### config.mk
export PLATFORM = sky130hd
export DESIGN_NAME = fpu_big_alu_seq
export DESIGN_NICKNAME = d
export VERILOG_FILES = /design/src/rtl/fpu_big_alu_seq.sv
export SDC_FILE = /design/constraint.sdc
export NUM_CORES = 1
export LEC_CHECK = 0
export BUFFER_PORTS_ARGS = -buffer_cell sky130_fd_sc_hd__buf_2
export CAP_MARGIN = 20
export CORE_UTILIZATION = 47
export CTS_BUF_LIST = sky130_fd_sc_hd__clkbuf_4 sky130_fd_sc_hd__clkbuf_8
export CTS_CLUSTER_DIAMETER = 100
export DETAILED_ROUTE_END_ITERATION = 6
export GPL_TIMING_DRIVEN = 0
export MAX_ROUTING_LAYER = met4
export PLACE_DENSITY = 0.69
export SYNTH_ARGS = -nofsm -noshare
export SYNTH_HDL_FRONTEND = slang
export SYNTH_SLANG_ARGS = --single-unit
### constraint.sdc
create_clock -name clk -period 8.4 [get_ports clk]
set_input_delay 0.84 -clock clk [delete_from_list [all_inputs] [get_ports clk]]
set_output_delay 0.84 -clock clk [all_outputs]
set_load 0.02 [all_outputs]
### src/rtl/fpu_big_alu_seq.sv
// fpu_big_alu_seq: multi-cycle sliced sign-magnitude add/subtract with negate pass
module fpu_big_alu_seq #(
  parameter int WIDTH = 64,
  parameter int CHUNK = 16
) (
  input  logic             clk,
  input  logic             rst,
  input  logic             in_valid,
  output logic             in_ready,
  input  logic             op,
  input  logic [WIDTH-1:0] a,
  input  logic             a_sign,
  input  logic [WIDTH-1:0] b,
  input  logic             b_sign,
  output logic             out_valid,
  input  logic             out_ready,
  output logic [WIDTH:0]   extended_result,
  output logic             result_sign,
  output logic             result_zero
);
  localparam int N = WIDTH / CHUNK;
  localparam int IW = N > 1 ? $clog2(N) : 1;
  if (WIDTH % CHUNK != 0) begin : g_bad_chunk
    $error("WIDTH must be a multiple of CHUNK");
  end
  typedef enum logic [1:0] {IDLE, SUM, NEG, DONE} state_t;
  state_t state, state_nxt;
  logic [WIDTH-1:0] a_r, b_r, low_nxt;
  logic [WIDTH:0] res;
  logic [IW-1:0] idx;
  logic [31:0] base;
  logic [CHUNK:0] sum, neg;
  logic eff_sub, carry, sign_r, zero_r, valid_r, last, fin_zero, underflow;
  assign in_ready = state == IDLE;
  assign out_valid = valid_r;
  assign extended_result = res;
  assign result_sign = sign_r;
  assign result_zero = zero_r;
  // slice arithmetic for the current index: add/sub slice, negate slice, and the merged magnitude
  always_comb begin
    base = 32'(idx) * 32'(CHUNK);
    last = idx == IW'(N - 1);
    sum = {1'b0, a_r[base+:CHUNK]} + {1'b0, eff_sub ? ~b_r[base+:CHUNK] : b_r[base+:CHUNK]} + {{CHUNK{1'b0}}, carry};
    neg = {1'b0, ~res[base+:CHUNK]} + {{CHUNK{1'b0}}, carry};
    low_nxt = res[WIDTH-1:0];
    low_nxt[base+:CHUNK] = state == NEG ? neg[CHUNK-1:0] : sum[CHUNK-1:0];
    underflow = eff_sub && !sum[CHUNK];
    fin_zero = low_nxt == '0 && (eff_sub || !sum[CHUNK]);
  end
  // next-state: one pass over the slices, optional negate pass, hold until consumed
  always_comb begin
    state_nxt = state;
    unique case (state)
      IDLE: state_nxt = in_valid ? SUM : IDLE;
      SUM:  state_nxt = last ? (underflow ? NEG : DONE) : SUM;
      NEG:  state_nxt = last ? DONE : NEG;
      DONE: state_nxt = out_ready ? IDLE : DONE;
    endcase
  end
  // state register
  always_ff @(posedge clk or posedge rst) begin
    if (rst) state <= IDLE;
    else state <= state_nxt;
  end
  // datapath: operand capture, slice accumulation, sign/zero resolution on completion
  always_ff @(posedge clk or posedge rst) begin
    if (rst) begin
      a_r <= '0;
      b_r <= '0;
      res <= '0;
      idx <= '0;
      eff_sub <= 1'b0;
      carry <= 1'b0;
      sign_r <= 1'b0;
      zero_r <= 1'b0;
      valid_r <= 1'b0;
    end else begin
      unique case (state)
        IDLE: if (in_valid) begin
          a_r <= a;
          b_r <= b;
          eff_sub <= a_sign ^ b_sign ^ op;
          carry <= a_sign ^ b_sign ^ op;
          sign_r <= a_sign;
          idx <= '0;
        end
        SUM: begin
          res <= {last ? (~eff_sub & sum[CHUNK]) : res[WIDTH], low_nxt};
          carry <= sum[CHUNK];
          idx <= last ? '0 : idx + 1'b1;
          if (last && underflow) begin
            sign_r <= ~sign_r;
            carry <= 1'b1;
          end else if (last) begin
            valid_r <= 1'b1;
            zero_r <= fin_zero;
            if (fin_zero) sign_r <= 1'b0;
          end
        end
        NEG: begin
          res <= {1'b0, low_nxt};
          carry <= neg[CHUNK];
          idx <= last ? '0 : idx + 1'b1;
          if (last) begin
            valid_r <= 1'b1;
            zero_r <= fin_zero;
            if (fin_zero) sign_r <= 1'b0;
          end
        end
        DONE: if (out_ready) valid_r <= 1'b0;
      endcase
    end
  end
endmodule

==> out/metrics.cfg <==
[layout]
final_cell_mix=buf_2, dfrtp_1, mux2_2
fin_area_mm2=0.0133
layout-drive-gt1-share_pct=38.2
area_growth_pct=19.6
nNetsFinal=1344
postLayoutCoreUtil_pct=58.0
layout_commonest_cell=buf_2

[synth]
ys_seq_area_share_pct=45.5
syn_nets=1102
synthCells=936
syn_area_mm2=0.0111
syn_avg_cell_area_um2=11.9
ys_warn_count=0
async_reset_ff_share_pct=100
yosys_most_used_dff=dfrtp_1
synth_seq_cells=202
synth_edf_count=0
ys_types=71

[worst_setup_path]
crit_path_start_kind=flip-flop
endpoint_kind=flip-flop
crit_type=flip-flop to flip-flop
required_ns=8.87
path_max_fanout=10
crit_arrival_ns=8.51

[clock_tree]
ctsRootBufferMaster=clkbuf_8
htree_levels=2
cts_tree=yes
ctsHoldBuffers=0
clk_pin_slew_ns=0.07
post_cts_buffers=0
clock-sinks=202
clock_latency_ns=0.54
clockBufferDepth=3
numCtsBuffers=34
cts_resized=0

[die]
rows=55
fp.dieW_um=156
die_area_mm2=0.0243
boundaryPins=204
core_area_mm2=0.0229
chipHeight_um=156
start_util_pct=48.5

[flow_run]
cap_violations=0

[global_routing]
grt_overflow=0
grt_max_degree=104
grt_pass1_vias=9029
antenna_found_initial=1
grt_usage_pct=28.8
grt_first_pass_wirelength_um=51000

[detailed_routing]
drcViolationCount=0
first_pass_iters=5
drt_iter0_drc=716
antenna_left=0
drt_wl_total_um=33100
wl_per_cell_um=21.9
vias=8910
vias_per_cell=5.88

[sta]
fin_crit_ns=8.03
clock.fmax_ghz=0.124
tightest_slew_ns=1.14
rsz0062_at_grt=false
finalCritPeriodShare_pct=95.7
hold_viol_final=0
maxSlewHeadroom_pct=23.7
final_max_slew_viol_count=0
fin_skew_ns=0.0205
fin_ws_ns=0.365
setup_viol_count_final=0

[hold_path]
hold_path.class=primary input to asynchronous set/reset pin

[placement]
placed_area_mm2=0.0126
io_buffer_count=203
post-place-ws_ns=0.164
place.gp.congestion=0.976
dp_hpwl_um=24900

[status]
status=complete, no violations

-- stage by stage --
stage               setup TNS (ns)  hold WS [ns]  cells
floorplan                        0         0.474    936
global placement            -26.68         0.482   1452
finish                           0         0.393   1515
detailed placement               0         0.489   1454
CTS                              0         0.468   1512
global route                     0         0.512   1514
-- Yosys cell counts, types with 3 or more instances --
cell type | instances | share of area, %
o2111ai_1 | 3 | 0.24
or2_2 | 3 | 0.17
a21oi_1 | 41 | 1.8
a21o_1 | 9 | 0.61
a21boi_0 | 4 | 0.27
nand2b_1 | 6 | 0.34
o21ai_0 | 61 | 2.7
a32o_1 | 3 | 0.27
nand2_1 | 75 | 2.5
dfrtp_1 | 202 | 46
and4_1 | 3 | 0.24
o2bb2ai_1 | 3 | 0.24
mux2i_1 | 12 | 1.1
mux4_1 | 3 | 0.71
nor4_1 | 14 | 0.79
o211ai_1 | 5 | 0.34
o22ai_1 | 4 | 0.23
ha_1 | 29 | 3.3
a22o_1 | 21 | 1.7
nor2_1 | 30 | 1.0
buf_2 | 3 | 0.14
nand4_1 | 8 | 0.45
and2_1 | 7 | 0.39
xnor2_1 | 10 | 0.79
a31oi_1 | 7 | 0.39
nor3_1 | 20 | 0.90
mux2_2 | 130 | 13
inv_1 | 17 | 0.57
o21a_1 | 6 | 0.41
a211oi_1 | 6 | 0.41
nand3_1 | 9 | 0.41
clkbuf_1 | 39 | 1.3
a221oi_1 | 3 | 0.24
mux4_2 | 44 | 8.9
buf_1 | 9 | 0.30
xor2_1 | 25 | 2.0
nor2b_1 | 13 | 0.73
nor3b_1 | 3 | 0.20
o31ai_1 | 3 | 0.20
-- flip-flops by register name (all words and copies together), names as in the netlist --
name             cells
carry                1
state                2
result_sign          1
a_r                 64
eff_sub              1
extended_result     65
idx                  2
result_zero          1
out_valid            1
b_r                 64
-- path summary, 6_finish.rpt --
path                                      from                         endpoint  slack [ns]  cells past startpoint
max                         idx[0]$_DFFE_PP0P_          result_zero$_DFFE_PP0P_        0.37                     21
min                                        rst  extended_result[33]$_DFFE_PP0P_        0.39                      2
max reg2reg                 idx[0]$_DFFE_PP0P_          result_zero$_DFFE_PP0P_        0.37                     21
min reg2reg                b_r[35]$_DFFE_PP0P_              b_r[35]$_DFFE_PP0P_        0.50                      1
max in group asynchronous                  rst              b_r[42]$_DFFE_PP0P_        6.95                      3
min in group clk           b_r[35]$_DFFE_PP0P_              b_r[35]$_DFFE_PP0P_        0.50                      1
-- final cells by class --
cell class	count	area (µm²)
multi-input combinational	664	5770
tap	313	392
buffer	53	218
inverter	17	71.3
clock inverter	3	31.3
clock buffer	55	682
fill	1995	9630
sequential	202	5050
timing repair buffer	206	1060
antenna	2	5.00
-- kinds of logic (layout without fill, tap and decap cells) --
group           Yosys count  after routing  synth area share [%]
flops                   202            202                  45.5
compound gates          197            197                  11.7
buf+inv                  70            334                  2.53
mux                     191            191                  24.1
fa+ha+maj                31             31                  3.63
xor+xnor                 35             35                  2.76
other cells               0              2                     0
simple gates            210            210                  9.73
-- critical path, stage by stage, from the launching register on --
cell and delay (ns):
dfrtp_1 0.42, buf_6 0.19, buf_2 0.33, buf_2 0.36
buf_1 0.69, buf_1 0.38, buf_6 0.25, mux4_2 0.56
xnor2_1 0.35, fa_1 0.29, inv_1 0.06, fa_1 0.43
a21o_1 0.22, a221oi_1 0.50, o21ai_0 0.33, xor2_1 0.23
a211oi_1 0.97, o2111ai_1 0.25, nor4_1 0.36, nand4_1 0.21
nor3_1 0.33, o211a_1 0.22
-- layer usage --
layer	track usage (%)	part of all wire, %	up-vias
li1	-	-	4011
met1	36.5	42	4416
met2	45.5	47	403
met3	5.69	7.2	80
met4	11.5	3.6	0
met5	-	0	-
Power is not shown: default switching activity piles up to over one toggle a cycle in this logic, so the estimate is an artifact.
